--- src/rtl/speccy_kbd_pkg.sv ---
// Shared constants for the Spectrum membrane scanner: matrix geometry,
// scan FSM encoding and the key-index to PS/2 set-2 code table.
package speccy_kbd_pkg;

  localparam int NUM_ROWS = 8;
  localparam int NUM_COLS = 5;
  localparam int NUM_KEYS = NUM_ROWS * NUM_COLS;

  typedef enum logic [2:0] {
    ST_SELECT  = 3'd0,
    ST_SETTLE  = 3'd1,
    ST_SAMPLE  = 3'd2,
    ST_COMPARE = 3'd3,
    ST_EMIT    = 3'd4
  } scan_state_t;

  // {extended, scan} per key index k = 5*row + col; only Symbol Shift is E0-prefixed
  localparam logic [8:0] KEY_MAP [NUM_KEYS] = '{
    9'h012, 9'h01A, 9'h022, 9'h021, 9'h02A,
    9'h01C, 9'h01B, 9'h023, 9'h02B, 9'h034,
    9'h015, 9'h01D, 9'h024, 9'h02D, 9'h02C,
    9'h016, 9'h01E, 9'h026, 9'h025, 9'h02E,
    9'h045, 9'h046, 9'h03E, 9'h03D, 9'h036,
    9'h04D, 9'h044, 9'h043, 9'h03C, 9'h035,
    9'h05A, 9'h04B, 9'h042, 9'h03B, 9'h033,
    9'h029, 9'h114, 9'h03A, 9'h031, 9'h032
  };

  function automatic logic [8:0] key_code(input logic [5:0] k);
    key_code = (k < 6'(NUM_KEYS)) ? KEY_MAP[k] : 9'h000;
  endfunction

endpackage

--- src/rtl/speccy_key_debounce.sv ---
// Per-key scan-count debouncer: one saturating change counter and one
// debounced level per key, accessed one key per cycle by index.
module speccy_key_debounce
  import speccy_kbd_pkg::*;
#(
  parameter int DEBOUNCE_SCANS = 4
) (
  input  logic       clk,
  input  logic       rst,
  input  logic       en,
  input  logic [5:0] k,
  input  logic       raw,
  output logic       flip,
  output logic       any_down
);

  localparam logic [3:0] TC = 4'(DEBOUNCE_SCANS);

  logic [3:0]          cnt [NUM_KEYS];
  logic [NUM_KEYS-1:0] deb;

  always_comb flip = en && (raw != deb[k]) && ((cnt[k] + 4'd1) == TC);

  assign any_down = |deb;

  always_ff @(posedge clk) begin
    if (rst) begin
      deb <= '0;
      for (int i = 0; i < NUM_KEYS; i++) cnt[i] <= '0;
    end else if (en) begin
      if (raw == deb[k]) begin
        cnt[k] <= '0;
      end else if (flip) begin
        deb[k] <= raw;
        cnt[k] <= '0;
      end else begin
        cnt[k] <= cnt[k] + 4'd1;
      end
    end
  end

endmodule

--- src/rtl/speccy_matrix_to_scancode.sv ---
// Spectrum 8x5 membrane scanner emitting debounced PS/2 set-2 make/break events.
// Optional auto-repeat of the last made key: define SPECCY_MATRIX_TYPEMATIC_EN.
//
// state      | meaning
// SELECT     | drive current row low (or start a pending repeat event)
// SETTLE     | wait SETTLE_CYCLES for the membrane lines to settle
// SAMPLE     | latch synchronised columns, release the row
// COMPARE    | one column per cycle through the debouncer
// EMIT       | hold until the event gap has elapsed, then strobe the event
module speccy_matrix_to_scancode
  import speccy_kbd_pkg::*;
#(
  parameter int SETTLE_CYCLES  = 16,
  parameter int DEBOUNCE_SCANS = 4,
  parameter int EVENT_GAP      = 32
`ifdef SPECCY_MATRIX_TYPEMATIC_EN
  ,
  parameter int REPEAT_DELAY   = 500000,
  parameter int REPEAT_RATE    = 100000
`endif
) (
  input  logic       clk,
  input  logic       rst,
  output logic [7:0] row_n,
  input  logic [4:0] col_n,
  output logic       scan_received,
  output logic [7:0] scan,
  output logic       extended,
  output logic       released,
  output logic       all_released
);

  localparam int SW    = $clog2(SETTLE_CYCLES + 1);
  localparam int GAP_W = $clog2(EVENT_GAP + 1);

  scan_state_t      state, state_nxt;
  logic [2:0]       row, col;
  logic [SW-1:0]    settle_cnt;
  logic [4:0]       col_sync1, col_sync2, col_lat;
  logic [GAP_W-1:0] gap_cnt;
  logic [5:0]       emit_k, k_cur, rep_key;
  logic             emit_rel, raw_cur, gap_ok, last_col, emit_fire;
  logic             flip, any_down, rep_pending, emit_rpt;

  speccy_key_debounce #(.DEBOUNCE_SCANS(DEBOUNCE_SCANS)) u_debounce (
    .clk      (clk),
    .rst      (rst),
    .en       (state == ST_COMPARE),
    .k        (k_cur),
    .raw      (raw_cur),
    .flip     (flip),
    .any_down (any_down)
  );

  always_ff @(posedge clk) begin
    if (rst) state <= ST_SELECT;
    else     state <= state_nxt;
  end

  always_comb begin
    state_nxt = state;
    case (state)
      ST_SELECT:  state_nxt = rep_pending ? ST_EMIT : ST_SETTLE;
      ST_SETTLE:  if (settle_cnt == '0) state_nxt = ST_SAMPLE;
      ST_SAMPLE:  state_nxt = ST_COMPARE;
      ST_COMPARE: if (flip) state_nxt = ST_EMIT;
                  else if (last_col) state_nxt = ST_SELECT;
      ST_EMIT:    if (gap_ok) state_nxt = (emit_rpt || last_col) ? ST_SELECT : ST_COMPARE;
      default:    state_nxt = ST_SELECT;
    endcase
  end

  always_comb begin
    k_cur     = ({3'b000, row} * 6'd5) + {3'b000, col};
    raw_cur   = ~col_lat[col];
    last_col  = (col == 3'(NUM_COLS - 1));
    gap_ok    = (gap_cnt >= GAP_W'(EVENT_GAP));
    emit_fire = (state == ST_EMIT) && gap_ok;
  end

  always_ff @(posedge clk) begin
    if (rst) begin
      row           <= '0;
      col           <= '0;
      row_n         <= 8'hFF;
      settle_cnt    <= '0;
      col_sync1     <= '1;
      col_sync2     <= '1;
      col_lat       <= '1;
      gap_cnt       <= GAP_W'(EVENT_GAP);
      emit_k        <= '0;
      emit_rel      <= 1'b0;
      scan_received <= 1'b0;
      scan          <= 8'h00;
      extended      <= 1'b0;
      released      <= 1'b0;
      all_released  <= 1'b1;
    end else begin
      col_sync1     <= col_n;
      col_sync2     <= col_sync1;
      all_released  <= ~any_down;
      scan_received <= 1'b0;
      if (!gap_ok) gap_cnt <= gap_cnt + GAP_W'(1);
      case (state)
        ST_SELECT: begin
          if (rep_pending) begin
            emit_k   <= rep_key;
            emit_rel <= 1'b0;
          end else begin
            row_n      <= ~(8'd1 << row);
            settle_cnt <= SW'(SETTLE_CYCLES - 1);
          end
        end
        ST_SETTLE: settle_cnt <= settle_cnt - SW'(1);
        ST_SAMPLE: begin
          col_lat <= col_sync2;
          row_n   <= 8'hFF;
        end
        ST_COMPARE: begin
          if (flip) begin
            emit_k   <= k_cur;
            emit_rel <= ~raw_cur;
          end else if (last_col) begin
            col <= '0;
            row <= row + 3'd1;
          end else begin
            col <= col + 3'd1;
          end
        end
        ST_EMIT: begin
          if (gap_ok) begin
            scan_received          <= 1'b1;
            {extended, scan}       <= key_code(emit_k);
            released               <= emit_rel;
            gap_cnt                <= GAP_W'(1);
            // a repeat was injected from SELECT without consuming a column
            if (!emit_rpt) begin
              if (last_col) begin
                col <= '0;
                row <= row + 3'd1;
              end else begin
                col <= col + 3'd1;
              end
            end
          end
        end
        default: ;
      endcase
    end
  end

`ifdef SPECCY_MATRIX_TYPEMATIC_EN
  logic        rep_valid, rep_pending_q, emit_rpt_q;
  logic [5:0]  rep_k;
  logic [31:0] rep_cnt;

  always_ff @(posedge clk) begin
    if (rst) begin
      rep_valid     <= 1'b0;
      rep_pending_q <= 1'b0;
      emit_rpt_q    <= 1'b0;
      rep_k         <= '0;
      rep_cnt       <= '0;
    end else begin
      if (state == ST_SELECT && rep_pending_q) emit_rpt_q <= 1'b1;
      else if (state == ST_COMPARE && flip)    emit_rpt_q <= 1'b0;
      if (emit_fire) begin
        if (emit_rpt_q) begin
          rep_pending_q <= 1'b0;
          rep_cnt       <= 32'(REPEAT_RATE);
        end else if (!emit_rel) begin
          rep_valid     <= 1'b1;
          rep_k         <= emit_k;
          rep_pending_q <= 1'b0;
          rep_cnt       <= 32'(REPEAT_DELAY);
        end else if (emit_k == rep_k) begin
          rep_valid     <= 1'b0;
          rep_pending_q <= 1'b0;
        end
      end else if (rep_valid && !rep_pending_q) begin
        if (rep_cnt == '0) rep_pending_q <= 1'b1;
        else               rep_cnt <= rep_cnt - 32'd1;
      end
    end
  end

  assign rep_pending = rep_pending_q;
  assign emit_rpt    = emit_rpt_q;
  assign rep_key     = rep_k;
`else
  assign rep_pending = 1'b0;
  assign emit_rpt    = 1'b0;
  assign rep_key     = '0;
`endif

endmodule
--- config.mk ---
export PLATFORM = sky130hd
export DESIGN_NAME = speccy_matrix_to_scancode
export DESIGN_NICKNAME = d
export VERILOG_FILES = /design/src/rtl/speccy_kbd_pkg.sv /design/src/rtl/speccy_key_debounce.sv /design/src/rtl/speccy_matrix_to_scancode.sv
export SDC_FILE = /design/constraint.sdc
export NUM_CORES = 1
export LEC_CHECK = 0
export BUFFER_PORTS_ARGS = -buffer_cell sky130_fd_sc_hd__buf_2
export CORE_MARGIN = 5
export CORE_UTILIZATION = 58
export DETAILED_ROUTE_END_ITERATION = 10
export PLACE_DENSITY_LB_ADDON = 0.25
export SLEW_MARGIN = 10
export SYNTH_ARGS = -nofsm -noshare
export SYNTH_HDL_FRONTEND = slang
export SYNTH_SLANG_ARGS = --single-unit
export TNS_END_PERCENT = 20
--- constraint.sdc ---
create_clock -name clk -period 6.3 [get_ports clk]
set_clock_uncertainty 0.15 [all_clocks]
set_input_delay 1.26 -clock clk [delete_from_list [all_inputs] [get_ports clk]]
set_output_delay 1.26 -clock clk [all_outputs]
set_load 0.02 [all_outputs]
* Word-level counts from Yosys, hierarchy flattened
Memory sizes are Yosys's and may differ from the RTL's. Cells that the tools add are included.
Word-level totals: register bits after elaboration 102, memory bits (writable) 160, memory bits (read-only) 576, output and inout port bits 20, memories kept 2
Operators by class: $add $sub $neg 6, $mul 1, $lt $le $gt $ge 6, eq/ne operators 12, shifts and indexed selects 1, mux-type cells 51, bitwise logic cells 8, reductions and logical operators 16
Memories:
- (no name shown) | depth 64, width 9, read ports 1, clocked after Yosys merged registers in 0, wr ports 0, line speccy_kbd_pkg.sv:30 | key_code = (k < 6'(NUM_KEYS)) ? KEY_MAP[k] : 9'h000;
- u_debounce.cnt | depth 40, width 4, read ports 1, clocked after Yosys merged registers in 0, wr ports 40, line speccy_key_debounce.sv:19 | logic [3:0] cnt [NUM_KEYS];
Operators with widths (count):
- $bwmux W40 | 1
- $reduce_or A40 Y1 | 1
- $mux W3 | 10
- $mux W9 | 3
- $mux W6 | 4
- $mux W1 | 21
- $pmux W8 S2 | 1
- $pmux W3 S5 | 1
- $mux W4 | 3
- $pmux W3 S2 | 2
- $pmux W5 S2 | 1
- $reduce_and A3 Y1 | 3
- $not A8 Y8 | 1
- $shl A1 B3 Y8 const A | 1
- $ge A7 B7 Y1 const B | 1
- $lt A6 B7 Y1 const B | 1
- $not A6 Y7 | 1
- $add A3 B1 Y3 const B | 2
- $add A6 B1 Y6 const B | 1
- $add A6 B3 Y6 | 1
- $bmux W1 S6 | 1
- $demux W1 S6 | 1
- $eq A3 B2 Y1 const B | 2
- $eq A3 B3 Y1 const B | 2
- other kinds (24) | 35

* Longest topological paths before layout
Gate-level depths: netlist of run 1.
depth after elaboration 16, depth in mapped cells 19, mapped depth without buffers 14

* By module
Synthesis of run 1 repeated with hierarchy kept, for this count alone.
Unflattened totals: cells, all modules 1525, area, all modules 17341.6 um2
By module, submodules not included:
- speccy_key_debounce | times used 1, cells an instance 1161, area each 14138.6 um2, seq. area each 8488.1 um2
- speccy_matrix_to_scancode | times used 1, cells an instance 364, area each 3203.1 um2, seq. area each 1221.2 um2

* Worst setup path before layout of run 1
Ideal clock, no wire load.
kind reg2reg, from reg row[2], to mem u_debounce.cnt[40][0], data pin, setup time 325 ps, arrival 4346 ps, slack 1479 ps, stages on the path, launching flop included 19, buffers on the path 5, cells stage by stage dfxtp_1 ha_1 ha_1 fa_1 buf_4 buf_2 buf_2 buf_2 nor2_1 nor2_1 o22ai_1 nor4_2 ha_1 xor2_1 nand2_1 or2_2 nand3b_1 clkbuf_1 inv_1
RTL lines:
- start, declared | line speccy_matrix_to_scancode.sv:37 | logic [2:0] row, col;
- start signal, assigned | line speccy_matrix_to_scancode.sv:125 | row <= row + 3'd1;
- start signal, assigned | line speccy_matrix_to_scancode.sv:140 | row <= row + 3'd1;
- end, declared | line speccy_key_debounce.sv:19

==> flow_metrics.tcl, run 1 <==
set metrics [dict create \
    grt_overflow 0 \
    maxCapViolations 0 \
    firstDrtPassIters 5 \
    power_density_nw_per_um2 274 \
    status "complete, no violations" \
    dp_hpwl_mm 27.2 \
    synth_seq_cells 357 \
    ant_nets 0 \
    worst_pin_slew_ns 1.05 \
    cp_cell_sequence "ha_1, ha_1, fa_4, inv_1, o221ai_1, a21oi_1, o32ai_2, nor4_2, ha_1, xor2_1, nand2_1, or2_2, nand3_1, buf_4, nor2_1" \
    multi_input_area_sq_um 6490 \
    rows 62 \
    cp.required_ns 6.40 \
    grt_pass1_wl_mm 64.2 \
    syn_area_per_cell_sq_um 11.6 \
    clk_pin_slew_ns 0.06 \
    min_period_ns 5.68 \
    cts_sinks 357 \
    area_growth_pct 9.85 \
    fillers 2126 \
    synth_edf_count 256 \
    final_util_pct 64.5 \
    clk_latency_ns 0.53 \
    power_leakage_nw 6.40 \
    antenna_cells 0 \
    ys_seq_area_share_pct 57.8 \
    post_cts_buffers 0 \
    dp.cells 1796 \
    grt_usage_pct 24.7 \
    ys_types 82 \
    hold_path.class "flop to flop" \
    path_common_cell "ha_1" \
    drt_wl_total_mm 40.9 \
    first_iter_violations 1424 \
    vdd_drop_max_mv 0.249 \
    syn_area_sq_um 16800 \
    timing.fmax_mhz 176 \
    max_slew_margin_pct 29.3 \
    hold_violations 0 \
    hold_buffers 0 \
    synth_cells 1443 \
    die_h_um 180 \
    cp-start-kind "flop" \
    grt_setup_unrepaired "no" \
    drv_slew 0 \
    slowest_delay_ns 0.92 \
    grt_antenna_before_repair 0 \
    initial_utilization_pct 58.7 \
    port_buffers 25 \
    gp_congestion 0.916 \
    postSynth.asyncResetShare_pct 0 \
    layout-drive-gt1-share_pct 14.5 \
    grt_pass1_vias 11191 \
    synthesis.nets 1483 \
    regArea_sq_um 9710 \
    cp_max_fo 40 \
    grt_max_degree 59 \
    core_area_sq_um 28600 \
    final_nets 1491 \
    fp.dieArea_sq_um 32500 \
    cts_tree "yes" \
    die_x_um 180 \
    wl_per_cell_um 21.9 \
    min_period_over_period_pct 90.1 \
    fin_setup_tns_ns 0 \
    htreeDepth 2 \
    viasPerCell 6.25 \
    worst_path_max_delay_cell "fa_4" \
    cts_resized 0 \
    synth_flop_cell "edfxtp_1" \
    cts_root_buffer "clkbuf_16" \
    cts_buffers 37 \
    final-instance-count-excl-fill 1863 \
    path_class "flop to flop" \
    ys_warn_count 0 \
    cp-end-kind "flop" \
    vias 11639 \
    drc 0 \
    arrival_ns 5.78 \
    clk_path_buf_depth 3 \
    setup-violations-final 0 \
    io_pins 27 \
]
-- state kept, by name, indices dropped and copies added (netlist names) --
| register | flops |
|---|---|
| row_n | 8 |
| col_sync1 | 5 |
| u_debounce.cnt | 256 |
| scan_received | 1 |
| all_released | 1 |
| col | 3 |
| emit_rel | 1 |
| gap_cnt | 6 |
| col_lat | 5 |
| scan | 7 |
| emit_k | 6 |
| extended | 1 |
| col_sync2 | 5 |
| state | 3 |
| settle_cnt | 5 |
| released | 1 |
| row | 3 |
| u_debounce.deb | 40 |
-- area by class of cell --
cell class,count,share of cell area [%]
tap,384,2.60
clock buffer,45,5.52
timing repair buffer,64,2.33
multi-input combinational,963,35.2
clock inverter,22,1.20
inverter,28,0.569
sequential,357,52.6
-- per-stage QoR --
| stage | instance area [sq um] | setup WS [ns] | hold slack, ns | total power, mW |
|---|---|---|---|---|
| after floorplan | 16800 | 1.48 | 0.239 | 2.80 |
| after global routing | 18500 | 0.375 | 0.284 | 5.21 |
| final | 18500 | 0.622 | 0.263 | 5.05 |
| after global placement | 17200 | 0.814 | 0.246 | 2.87 |
| after detailed placement | 17200 | 0.736 | 0.252 | 2.88 |
| after CTS | 18500 | 0.740 | 0.270 | 5.07 |
-- synthesized netlist by cell type (5+ instances only) --
master | instances | share of area (%)
inv_1 | 26 | 0.58
nor2b_1 | 9 | 0.34
a221oi_1 | 5 | 0.26
a211oi_1 | 12 | 0.54
nor4_1 | 13 | 0.48
nor2_1 | 250 | 5.6
a21oi_1 | 25 | 0.74
nand2_1 | 201 | 4.5
nand4_1 | 9 | 0.34
mux4_2 | 50 | 6.7
nand2b_1 | 9 | 0.34
a22oi_1 | 6 | 0.27
nand3b_1 | 5 | 0.22
or2_2 | 12 | 0.45
buf_6 | 11 | 0.74
o221ai_1 | 10 | 0.52
buf_4 | 11 | 0.49
a31oi_1 | 11 | 0.41
ha_1 | 32 | 2.4
xnor2_1 | 6 | 0.31
buf_2 | 25 | 0.74
mux2_2 | 10 | 0.67
dfxtp_1 | 101 | 12
o21ai_0 | 29 | 0.86
o22ai_1 | 9 | 0.34
mux2i_1 | 88 | 5.2
o22a_1 | 5 | 0.26
nand3_1 | 60 | 1.8
edfxtp_1 | 256 | 46
a22o_1 | 8 | 0.42
clkbuf_1 | 44 | 0.98
nor3_1 | 16 | 0.48
-- final timing paths --
check / from / to / slack [ns] / cells past startpoint
setup / recovery: row[0] / u_debounce.cnt[18][2] / 0.62 / 15
hold / removal: col_sync1[3] / col_sync2[3] / 0.26 / 1
setup reg to reg: row[0] / u_debounce.cnt[18][2] / 0.62 / 15
hold reg to reg: col_sync1[3] / col_sync2[3] / 0.26 / 1
-- where the power goes --
part | internal [mW] | switching (mW)
logic | 0.0969 | 0.164
clock network | 1.32 | 0.894
registers | 2.55 | 0.0267
-- cell families (layout without fill, tap and decap cells) --
family | Yosys count | count (layout) | synth area share [%]
AND/OR/NAND/NOR | 605 | 605 | 15.5
adder cells (fa/ha/maj) | 33 | 33 | 2.50
flip-flops | 357 | 357 | 57.8
AO/OA/AOI/OAI | 164 | 164 | 7.02
buffers and inverters | 123 | 159 | 3.81
other | 1 | 1 | 0.0223
multiplexers | 148 | 148 | 12.6
XOR/XNOR | 12 | 12 | 0.715
-- layer usage --
layer / wire [um] / GRT usage (%)
met5: 0 / 0
met4: 1200 / 7.20
met1: 16400 / 34.6
met3: 3680 / 4.38
met2: 19600 / 40.1
-- critical path, delay by kind of cell (launching register included) --
family | cells | cell delay, ns
DFF | 1 | 0.48
xor gates and xnor gates | 1 | 0.18
adders and majority gates | 4 | 1.77
and+or+nand+nor | 5 | 0.99
AOI/OAI and AO/OA | 3 | 0.74
buffers and inverters | 2 | 1.01
-- cells in the final DEF, fill, tap and decap left out, types with 8 or more instances in the layout --
master / instances
o221ai_1: 10
nor2b_1: 9
nand3_1: 60
nand2b_1: 9
clkinv_1: 8
dfxtp_1: 101
or2_2: 12
ha_1: 30
nor3_1: 16
clkbuf_16: 39
nor4_1: 12
a211oi_1: 12
buf_2: 25
buf_4: 38
mux4_2: 50
o21ai_0: 29
nand2_1: 201
a31oi_1: 11
o22ai_1: 9
nand4_1: 9
mux2_2: 10
a21oi_1: 25
a22o_1: 8
nor2_1: 250
inv_1: 27
edfxtp_1: 256
mux2i_1: 88
No activity file was read; power rests on OpenSTA's default activity.
==> run 2: changes to the inputs <==
--- a/config.mk
+++ b/config.mk
@@ -10,5 +10,6 @@
 export CORE_UTILIZATION = 58
 export DETAILED_ROUTE_END_ITERATION = 10
-export PLACE_DENSITY_LB_ADDON = 0.25
+export GPL_TIMING_DRIVEN = 0
+export PLACE_DENSITY = 0.74
 export SLEW_MARGIN = 10
 export SYNTH_ARGS = -nofsm -noshare
==> constraint.sdc (replaced) <==
create_clock -name clk -period 6.3 [get_ports clk]
set_clock_uncertainty 0.15 [all_clocks]
set_input_delay 0 -clock clk [delete_from_list [all_inputs] [get_ports clk]]
set_output_delay 0 -clock clk [all_outputs]
set_load 0.02 [all_outputs]
==> flow_metrics.tcl, run 2 (same netlist as run 1, synthesis figures left out) <==
set metrics [dict create \
    fillers 2166 \
    met1_usage_pct 38.9 \
    drc 0 \
    arrival_ns 6.17 \
    reg.largest.list "u_debounce.cnt x256, u_debounce.deb x40, row_n x8" \
    grt_antenna_before_repair 0 \
    die_x_um 180 \
    final_nets 1558 \
    power_density_nw_per_um2 268 \
    combPwrFrac_pct 5.9 \
    maxCapViolations 0 \
    hold_violations 0 \
    viasPerCell 6.45 \
    die_h_um 180 \
    initial_utilization_pct 58.7 \
    port_buffers 25 \
    ant_nets 0 \
    reg2reg_setup_slack_ns 0.18 \
    clk_latency_ns 0.54 \
    cp-start-kind "flop" \
    wl_per_cell_um 25.3 \
    regMostFlops "u_debounce.cnt" \
    largest_reg_flops 256 \
    power_frac_seq_pct 51.2 \
    cts_sinks 357 \
    io_pins 27 \
    min_period_over_period_pct 97.2 \
    fp.dieArea_sq_um 32500 \
    grt_setup_unrepaired "no" \
    layout-drive-gt1-share_pct 15.3 \
    hold_path.class "input port to flop" \
    core_area_sq_um 28600 \
    power_frac_clock_pct 42.9 \
    power_leakage_nw 6.50 \
    cp.required_ns 6.34 \
    first_iter_violations 1563 \
    grt_usage_pct 29.3 \
    timing.fmax_mhz 163 \
    clk_path_buf_depth 3 \
    layout_commonest_cell "edfxtp_1" \
    firstDrtPassIters 7 \
    cts_buffers 37 \
    cp-end-kind "flop" \
    gp_congestion 1.03 \
    cts_tree "yes" \
    vdd_drop_max_mv 0.206 \
    antenna_cells 0 \
    worst_pin_slew_ns 1.30 \
    cp_max_fo 12 \
    grt_max_degree 25 \
    rows 62 \
    area_growth_pct 11.5 \
    vias 12434 \
    layout_common_cells "edfxtp_1 (256), nor2_1 (250), nand2_1 (201), dfxtp_1 (101), mux2i_1 (88)" \
    grt_pass1_wl_mm 73.6 \
    grt_overflow 0 \
    drv_slew 0 \
    swShare_pct 22.5 \
    path_class "flop to flop" \
    finalWorstSetupSlack_ns 0.175 \
    min_period_ns 6.12 \
    grt_pass1_vias 12232 \
    status "complete, no violations" \
    cts_root_buffer "clkbuf_16" \
    top_usage_layer "met2" \
    place_ws_ns -0.247 \
    dp_hpwl_mm 33.5 \
    met2_usage_pct 47.4 \
    clk_pin_slew_ns 0.06 \
    setup-violations-final 0 \
    drt_wl_total_mm 48.8 \
    htreeDepth 2 \
    p_sw_mw 1.13 \
    max_slew_margin_pct 12.4 \
    use_met3_pct 6.10 \
    internal-power_mw 3.89 \
    p_total_mw 5.03 \
]
run 2: changes by cell type in the layout (fill, tap and decap cells not counted), sizes merged:
cell,change
clkinv,+3
bufinv,-2
inv,-8
clkbuf,+50
buf,+10
dlygate4sd3,+6
clkinvlp,+6
run 2: final cells by class:
type                            count  area [sq um]  share of cell area, %
Multi-Input combinational cell    963          6480                   34.6
Sequential cell                   357          9710                   51.8
Buffer                             95           547                   2.92
Clock buffer                       48          1040                   5.54
Clock inverter                     17           144                  0.768
Timing Repair inverter              4          30.0                  0.160
Tap cell                          384           480                   2.56
Inverter                           28           120                  0.641
Timing Repair Buffer               32           193                   1.03
run 2: power groups by stage:
stage | Clock (mW) | Sequential [mW] | Combinational, mW
floorplan | 0 | 2.61 | 0.193
global placement | 0 | 2.62 | 0.277
detailed placement | 0 | 2.62 | 0.282
CTS | 2.16 | 2.57 | 0.287
global route | 2.25 | 2.57 | 0.310
finish | 2.16 | 2.57 | 0.296
run 2: repair_timing:
action                                 in CTS  in global routing
setup buffers                               0                  0
cloned                                      1                  3
resized for setup                           3                 15
hold buffers                                6                  0
endpoints found under the hold margin      12                  0
setup endpoints to repair                  24                 99
pin swaps                                   0                  0
run 2: metrics by stage:
step | cells | util [%] | TNS (ns) | instance area (sq um) | hold WS (ns)
2_1_floorplan | 1443 | - | 0 | 16800 | -0.0462
3_3_place_gp | 1852 | 60.8 | -6.13 | 17400 | 0.0371
3_5_place_dp | 1853 | 60.9 | -5.90 | 17400 | 0.0384
4_1_cts | 1925 | 65.3 | 0 | 18700 | 0.0339
5_1_grt | 1928 | 65.5 | 0 | 18700 | 0.0591
6_report | 1928 | 65.5 | 0 | 18700 | 0.0424
run 2: final timing paths:
path              cells after the start          from               endpoint
setup / recovery                     18        row[2]  u_debounce.cnt[56][2]
hold reg to reg                       1  col_sync1[0]           col_sync2[0]
setup reg to reg                     18        row[2]  u_debounce.cnt[56][2]
hold / removal                        3      col_n[4]           col_sync1[4]
run 2: worst max-delay path: stages, from the launching register on:
cell and delay, ns:
dfxtp_1 0.49, ha_1 0.30, ha_1 0.32, fa_1 0.54, buf_4 0.21, buf_2 0.32
clkbuf_4 0.37, buf_2 0.34, nor2_1 0.08, nor2_1 0.22, o22ai_1 0.15, nor4_4 0.40
ha_1 0.22, xor2_1 0.20, nand2_1 0.17, or2_2 0.33, nand3_1 0.27, clkbuf_4 0.37
clkinvlp_4 0.30
run 2: per-layer routing:
metal | vias up | part of all wire, %
met3 | 207 | 11
met2 | 823 | 46
met4 | 0 | 5.3
met1 | 6000 | 37
li1 | 5404 | -
met5 | - | 0
==> run 3: changes to the inputs <==
- BUFFER_PORTS_ARGS: -buffer_cell sky130_fd_sc_hd__buf_2 -> default
- DONT_BUFFER_PORTS: default -> 1
- GPL_TIMING_DRIVEN: 0 -> default
==> flow_metrics.tcl, run 3 (same netlist as run 1, synthesis figures left out) <==
set metrics [dict create \
    status "complete, no violations" \
    viasPerCell 6.36 \
    vdd_drop_max_mv 0.220 \
    drv_slew 0 \
    combPwrFrac_pct 5.3 \
    internal-power_mw 3.93 \
    die_h_um 180 \
    final_nets 1480 \
    maxCapViolations 0 \
    ant_nets 0 \
    arrival_ns 6.21 \
    timing.fmax_mhz 168 \
    fin_setup_tns_ns 0 \
    grt_overflow 0 \
    final-instance-count-excl-fill 1853 \
    htreeDepth 2 \
    gp_congestion 0.912 \
    max_slew_margin_pct 24.2 \
    cp.required_ns 6.57 \
    power_frac_seq_pct 51.2 \
    power_density_nw_per_um2 272 \
    wl_per_cell_um 22.4 \
    cp_cell_sequence "ha_1, ha_1, fa_4, buf_4, mux4_2, mux2i_1, a22oi_1, nand3_1, a21oi_1, ha_1, xor2_1, nand2_1, nor4_4, buf_12, mux2i_1, nor2_1, dlygate4sd3_1" \
    layout_commonest_cell "edfxtp_1" \
    grt_pass1_wl_mm 64.8 \
    clk_pin_slew_ns 0.06 \
    cp-end-kind "flop" \
    firstDrtPassIters 6 \
    p_sw_mw 1.09 \
    drc 0 \
    cts_root_buffer "clkbuf_16" \
    grt_max_degree 87 \
    power_leakage_nw 6.33 \
    clk_latency_ns 0.54 \
    place_ws_ns 0.690 \
    initial_utilization_pct 58.7 \
    setup-violations-final 0 \
    first_iter_violations 1599 \
    rows 62 \
    swShare_pct 21.7 \
    cts_resized 0 \
    regMostFlops "u_debounce.cnt" \
    dp.cells 1771 \
    worst_path_max_delay_cell "fa_4" \
    clk_path_buf_depth 3 \
    layout_common_cells "edfxtp_1 (256), nor2_1 (250), nand2_1 (201), dfxtp_1 (101), mux2i_1 (88)" \
    path_class "flop to flop" \
    largest_reg_flops 256 \
    dp_hpwl_mm 27.2 \
    path_common_cell "ha_1" \
    finalWorstSetupSlack_ns 0.359 \
    min_period_over_period_pct 94.3 \
    slowest_delay_ns 1.21 \
    drt_wl_total_mm 41.4 \
    grt_setup_unrepaired "no" \
    crit_buf_inv 3 \
    vias 11783 \
    p_total_mw 5.02 \
    cts_sinks 357 \
    fillers 2133 \
    grt_usage_pct 24.9 \
    power_frac_clock_pct 43.5 \
    antenna_cells 0 \
    cts_buffers 38 \
    reg.largest.list "u_debounce.cnt x256, u_debounce.deb x40, row_n x8" \
    grt_pass1_vias 11370 \
    worst_pin_slew_ns 1.13 \
    port_buffers 0 \
    area_growth_pct 9.75 \
    layout-drive-gt1-share_pct 12.5 \
    min_period_ns 5.94 \
    die_x_um 180 \
    core_area_sq_um 28600 \
    cts_tree "yes" \
    cp_max_fo 57 \
    hold_path.class "input port to flop" \
    cp-start-kind "flop" \
    critPathTopFamily "adder cells" \
    io_pins 27 \
    fp.dieArea_sq_um 32500 \
    grt_antenna_before_repair 0 \
    hold_violations 0 \
]
run 3: tightest hold or removal path: stages:
cell and delay, ns:
dlygate4sd3_1 0.58, buf_12 0.19, nor2_1 0.10
run 3: path summary, 6_finish.rpt:
path                start            to  slack (ns)  cells past startpoint
min reg2reg  col_sync1[4]  col_sync2[4]        0.26                      1
max                row[0]     emit_k[0]        0.36                     17
min                   rst     emit_k[1]        0.23                      3
max reg2reg        row[0]     emit_k[0]        0.36                     17
run 3: power by group through the flow:
stage	sequential (mW)	combinational [mW]	clock, mW
final	2.57	0.265	2.18
after global routing	2.58	0.285	2.31
after CTS	2.57	0.262	2.21
after detailed placement	2.62	0.250	0
after global placement	2.62	0.245	0
after floorplan	2.61	0.193	0
run 3: final cells by class:
class	count	area (sq um)	area share [%]
inverters	28	105	0.570
flip-flops and latches	357	9710	52.7
clock buffers	52	1000	5.44
repair buffers	52	458	2.48
well taps	384	480	2.61
clock inverters	17	198	1.07
multi-input cells	963	6480	35.2
run 3: repair_timing:
item,4_1_cts,5_1_grt
endpoints found under the hold margin,151,0
buffers inserted,0,0
setup endpoints to repair,0,1
hold buffers,13,0
run 3: layer usage:
metal  wire length (um)  up-vias  global-route usage [%]
met4               1910        0                    10.4
met2              19500      633                    39.2
met1              16200     5745                    34.3
met5                  0        -                       0
met3               3790      144                    4.86
li1                   -     5261                       -
run 3: metrics by stage:
stage | hold slack [ns] | cell area, sq um | utilization (%)
finish | 0.234 | 18400 | 64.4
CTS | 0.235 | 18400 | 64.4
global route | 0.261 | 18400 | 64.4
global placement | -0.0746 | 17100 | 59.7
floorplan | -0.0462 | 16800 | -
detailed placement | -0.0717 | 17100 | 59.7
